## src/rtl/axi_stream_master_fifo.sv

```systemverilog
// axi_stream_master_fifo
// DEPTH-entry circular elastic buffer between an upstream producer and an
// AXI-Stream sink. Sink backpressure fills the buffer, and a full buffer
// pushes back upstream through ready_out.
// Optional packet framing (last_in / last_out) is built when the macro
// AXIS_MASTER_LAST_EN is defined. Without it, those ports are absent.
//
// Handshake: a word moves on a rising edge where both its valid and its
// ready are high (valid_input/ready_out upstream, valid/ready_sys
// downstream). valid never waits for ready. Once valid is high, data_out
// and last_out stay stable until the sink accepts the word. ready_out comes
// only from the registered level and never from ready_sys.
module axi_stream_master_fifo #(
    parameter int DATA_WIDTH = 512,
    parameter int DEPTH      = 4,
    localparam int CNT_W     = $clog2(DEPTH + 1)
) (
    input  logic                  clk,
    input  logic                  reset,
    input  logic                  flush,
    input  logic                  valid_input,
    input  logic [DATA_WIDTH-1:0] data_in,
    output logic                  ready_out,
    input  logic                  ready_sys,
    output logic                  valid,
    output logic [DATA_WIDTH-1:0] data_out,
    output logic [CNT_W-1:0]      level
`ifdef AXIS_MASTER_LAST_EN
    ,
    input  logic                  last_in,
    output logic                  last_out
`endif
);

    localparam int PTR_W = $clog2(DEPTH);
    localparam logic [CNT_W-1:0] FULL_LEVEL = CNT_W'(DEPTH);
`ifdef AXIS_MASTER_LAST_EN
    localparam int ENTRY_W = DATA_WIDTH + 1;
`else
    localparam int ENTRY_W = DATA_WIDTH;
`endif

    logic [ENTRY_W-1:0] mem_q [DEPTH];
    logic [PTR_W-1:0]   wr_ptr_q, wr_ptr_d;
    logic [PTR_W-1:0]   rd_ptr_q, rd_ptr_d;
    logic [CNT_W-1:0]   level_q, level_d;
    logic               push;
    logic               pop;
    logic [ENTRY_W-1:0] wr_entry;
    logic [ENTRY_W-1:0] rd_entry;

    // Handshake qualifiers are derived from registered level only.
    assign ready_out = (level_q != FULL_LEVEL);
    assign valid     = (level_q != '0);
    assign push      = valid_input && ready_out;
    assign pop       = valid && ready_sys;
    assign level     = level_q;

`ifdef AXIS_MASTER_LAST_EN
    assign wr_entry = {last_in, data_in};
`else
    assign wr_entry = data_in;
`endif

    // The head entry is shown directly. An empty buffer is masked to zero
    // because the storage itself is never cleared.
    assign rd_entry = mem_q[rd_ptr_q];
    assign data_out = valid ? rd_entry[DATA_WIDTH-1:0] : '0;
`ifdef AXIS_MASTER_LAST_EN
    assign last_out = valid & rd_entry[DATA_WIDTH];
`endif

    // Next pointers and fill count. Flush wins over any concurrent push or pop.
    always_comb begin
        wr_ptr_d = wr_ptr_q;
        rd_ptr_d = rd_ptr_q;
        level_d  = level_q;
        if (flush) begin
            wr_ptr_d = '0;
            rd_ptr_d = '0;
            level_d  = '0;
        end else begin
            // Pointers wrap naturally because DEPTH is a power of two.
            if (push) begin
                wr_ptr_d = wr_ptr_q + PTR_W'(1);
            end
            if (pop) begin
                rd_ptr_d = rd_ptr_q + PTR_W'(1);
            end
            case ({push, pop})
                2'b10:   level_d = level_q + CNT_W'(1);
                2'b01:   level_d = level_q - CNT_W'(1);
                default: level_d = level_q;
            endcase
        end
    end

    // Pointer and level registers. Reset performs the same clear as flush.
    always_ff @(posedge clk) begin
        if (reset) begin
            wr_ptr_q <= '0;
            rd_ptr_q <= '0;
            level_q  <= '0;
        end else begin
            wr_ptr_q <= wr_ptr_d;
            rd_ptr_q <= rd_ptr_d;
            level_q  <= level_d;
        end
    end

    // Storage write. Contents are never reset. Words offered during a clear are dropped.
    always_ff @(posedge clk) begin
        if (push && !flush && !reset) begin
            mem_q[wr_ptr_q] <= wr_entry;
        end
    end

endmodule

```

## config.mk

```make
export PLATFORM = sky130hd
export DESIGN_NAME = axi_stream_master_fifo
export DESIGN_NICKNAME = d
export VERILOG_FILES = /design/src/rtl/axi_stream_master_fifo.sv
export SDC_FILE = /design/constraint.sdc
export NUM_CORES = 2
export LEC_CHECK = 0
export ABC_AREA = 1
export CORE_MARGIN = 5
export CORE_UTILIZATION = 50
export CTS_CLUSTER_DIAMETER = 200
export CTS_CLUSTER_SIZE = 25
export DETAILED_ROUTE_END_ITERATION = 10
export DONT_BUFFER_PORTS = 1
export GPL_TIMING_DRIVEN = 0
export SLEW_MARGIN = 10
export SYNTH_ARGS = -nofsm -noshare
export SYNTH_HDL_FRONTEND = slang
export SYNTH_SLANG_ARGS = --single-unit
```

## constraint.sdc

```tcl
create_clock -name clk -period 34.9 [get_ports clk]
set_input_delay 6.98 -clock clk [delete_from_list [all_inputs] [get_ports clk]]
set_output_delay 6.98 -clock clk [all_outputs]
set_load 0.05 [all_outputs]
```

==> impl_metrics.csv <==
group,metric,value,unit
global_routing,grt_start_max_net_pins,27,
worst_setup_path,rr_worst_depth,9,
sta,finalSetupViolCount,0,
sta,worst_pin_slew,1450,ps
worst_setup_path,cp-end-kind,"primary output",
clocking,cts.repair.resized,0,
clocking,cts_buffers,92,
worst_setup_path,rrSetupSlack,30660,ps
drt,postRouteWirelength,238,mm
global_routing,grt.total_usage,27.6,%
synthesis,netlist_area,79400,um2
worst_setup_path,path_class,"reg2out",
worst_setup_path,path_common_cell,"buf_2",
power,peakVddDrop,45.7,uV
drt,antenna_left,0,
die,start_util,50.2,%
sta,rsz0062_at_grt,"no",
clocking,clk_root_buffer_cell,"clkbuf_16",
global_routing,antenna_found_initial,9,
die,die_area,167000,um2
status,outcome,"finished clean",
finish,postLayoutCoreUtil,55.2,%
synthesis,avgSynthCellArea,13.0,um2
drt,drtIter0Drc,4677,
synthesis,synth_top_area_share,77.5,%
drt,remaining_drc_errors,0,
sta,slew_viol_final,0,
finish,nets,6822,
synthesis,netlist-cell-type-count,20,
clocking,htree_levels,3,
flow_run,cap_violations,0,
synthesis,synth_fp_nets,6627,
sta,min_period_over_period,34.1,%
die,num_rows,146,
worst_setup_path,worstPathArrival,4930,ps
worst_setup_path,worst-path-buf-inv,3,
synthesis,ys_warn_count,0,
clocking,cts_tree,"yes",
global_routing,grt_pass1_vias,45000,
finish,fin_area,87400,um2
min_path,holdPathStages,2,
die,ios,1034,
drt,wl_met3,25.8,mm
clocking,ctsHoldBuffers,0,
sta,clock_skew,31.7,ps
die,die_h,408,um
sta,clock.fmax,83.9,MHz
die,coreArea,158000,um2
finish,layout-area-overhead-vs-synth,10.1,%
clocking,clock_sinks,2057,
worst_setup_path,cpMaxStageDelayCell,"a21oi_1",
sta,hold_viol,0,
worst_setup_path,cp.required,27920,ps
worst_setup_path,max_stage_delay,1050,ps
worst_setup_path,worstPathMaxFanout,10,
drt,first_pass_iters,5,
worst_setup_path,reg2reg_from,"level[1]",
global_routing,grt_overflow,0,
worst_setup_path,cp_top_family,"buffers and inverters",
drt,via_per_inst,5.73,
clocking,cts.clk_slew.worst_paths,110,ps
place,dp_hpwl,169,mm
power,p_leak,28.3,nW
sta,timing.final.crit_period,11910,ps
power,power.density,50.3,nW/um2
finish,nFillCells,12800,
drt,vias,48200,
sta,fin_setup_tns,0,ps
synthesis,synth_cells,6104,
synthesis,seq_area_frac_synth,77.7,%
min_path,whs_endpoint,"rd_ptr_q[1]",
drt,wire_per_inst,28.3,um
min_path,hold_path.startpoint,"rd_ptr_q[1]",
finish,layout-drive-gt1-share,9.72,%
synthesis,ys_top_cells_by_area,"edfxtp_1, nor2_1, o21ai_0",
worst_setup_path,start_kind,"flop",
global_routing,grt_pass1_wl,333,mm
clocking,clock_path_buffers,3,
place,placed_area,84700,um2
drt,met1_length,87.9,mm
min_path,hold_path_class,"reg2reg",
worst_setup_path,r2r-end,"mem_q[1][173]",
clocking,clkLatencyLatePin,750,ps
synthesis,synth-seq-cells,2057,
drt,wl_met2,114,mm
clocking,cts_setup_buffers,0,
sta,max_slew_margin,3.81,%
worst_setup_path,crit_path_cell_trace,"nor2_1 > nand2_1 > inv_2 > buf_2 > buf_2 > a21oi_1",
die,die_w,408,um
drt,top_layer_used,"met5",
place,io_buffers,0,
synthesis,synth_top_cell_by_area,"edfxtp_1",
place,routabilityCongestion,0.893,
-- power breakdown --
part / switching [mW] / total, mW / internal (mW) / leakage, nW
registers: 0.00714 / 2.75 / 2.74 / 18.6
clock network: 0.736 / 1.24 / 0.503 / 1.25
logic: 0.353 / 0.407 / 0.0537 / 8.45
total: 1.10 / 4.40 / 3.30 / 28.3
-- worst max-delay path by stage --
| stage | startpoint | end | slack [ps] | cells past startpoint |
|---|---|---|---|---|
| after floorplan | valid_input | mem_q[0][0] | 4860 | 3 |
| after global placement | flush | mem_q[3][327] | -13680 | 3 |
| after detailed placement | level[1] | data_out[423] | 23670 | 6 |
| after CTS | level[1] | data_out[423] | 22810 | 6 |
| after global routing | level[1] | data_out[375] | 22830 | 6 |
| final | level[1] | data_out[387] | 22990 | 6 |
-- per-layer routing --
metal  vias up  GRT usage, %
li1      22100             -
met1     23900          33.7
met2      1956          45.0
met3       331          10.7
met4         4          9.77
met5         -             0
-- worst register-to-register path: cells and delay by family, from the launching register on --
kind,cells,cell delay (ps)
AOI/OAI and AO/OA,1,450
buffers and inverters,5,1170
and+or+nand+nor,3,1270
DFF,1,1020
-- placed cells by master (no fill, tap or decap) --
cell	netlist	layout
a21oi_1	515	387
buf_1	23	23
clkbuf_1	93	124
nor2_1	2063	2059
inv_1	17	17
buf_4	36	36
buf_6	14	14
buf_2	194	194
diode_2	0	13
nor2_4	0	4
dfxtp_1	9	9
o21ai_1	411	411
buf_12	0	68
a21boi_0	1	1
inv_16	0	4
clkinv_16	0	1
nand3_1	4	4
o21ai_0	615	615
nand2_1	15	15
nand3b_1	1	1
buf_16	0	33
a21oi_2	0	128
fa_1	1	1
inv_6	0	1
clkbuf_2	36	36
inv_2	3	3
edfxtp_1	2048	2048
ha_1	5	5
clkbuf_16	0	94
-- Yosys cell counts --
library cell and n:
dfxtp_1 9, inv_2 3, o21ai_0 615, o21ai_1 411, fa_1 1, nor2_1 2063, inv_1 17, nand2_1 15
buf_6 14, buf_1 23, a21boi_0 1, buf_2 194, edfxtp_1 2048, nand3_1 4, nand3b_1 1, buf_4 36
ha_1 5, clkbuf_2 36, a21oi_1 515, clkbuf_1 93
-- per-stage QoR --
step | power [mW] | hold WS (ps) | std cells | setup WS [ps]
6_report | 4.40 | 500 | 8421 | 22990
5_1_grt | 4.53 | 531 | 8408 | 22830
4_1_cts | 4.42 | 508 | 8408 | 22810
3_5_place_dp | 3.21 | 492 | 8277 | 23670
3_3_place_gp | 3.24 | 483 | 8176 | -13680
2_1_floorplan | 3.12 | 460 | 6104 | 4860
-- layout make-up --
class | instances | area (um2) | area share, %
sequential | 2057 | 61700 | 70.6
buffer | 396 | 2010 | 2.31
multi-input combinational | 3631 | 16100 | 18.5
tap | 2072 | 2590 | 2.97
clock inverter | 6 | 119 | 0.136
inverter | 20 | 75.1 | 0.0859
antenna | 13 | 32.5 | 0.0372
clock buffer | 125 | 2470 | 2.82
timing repair buffer | 101 | 2270 | 2.60
-- cell families after synthesis --
| family | share of synthesized area [%] |
|---|---|
| buffers and inverters | 2.63 |
| DFF | 77.7 |
| AOI/OAI and AO/OA | 9.72 |
| and+or+nand+nor | 9.86 |
| adders and majority gates | 0.104 |
-- flip-flops by register name, summed over array words and instances (netlist names), named ones only --
signal	count
mem_q	2048
level	3
rd_ptr_q	2
wr_ptr_q	2
(Power assumes the default switching activity.)
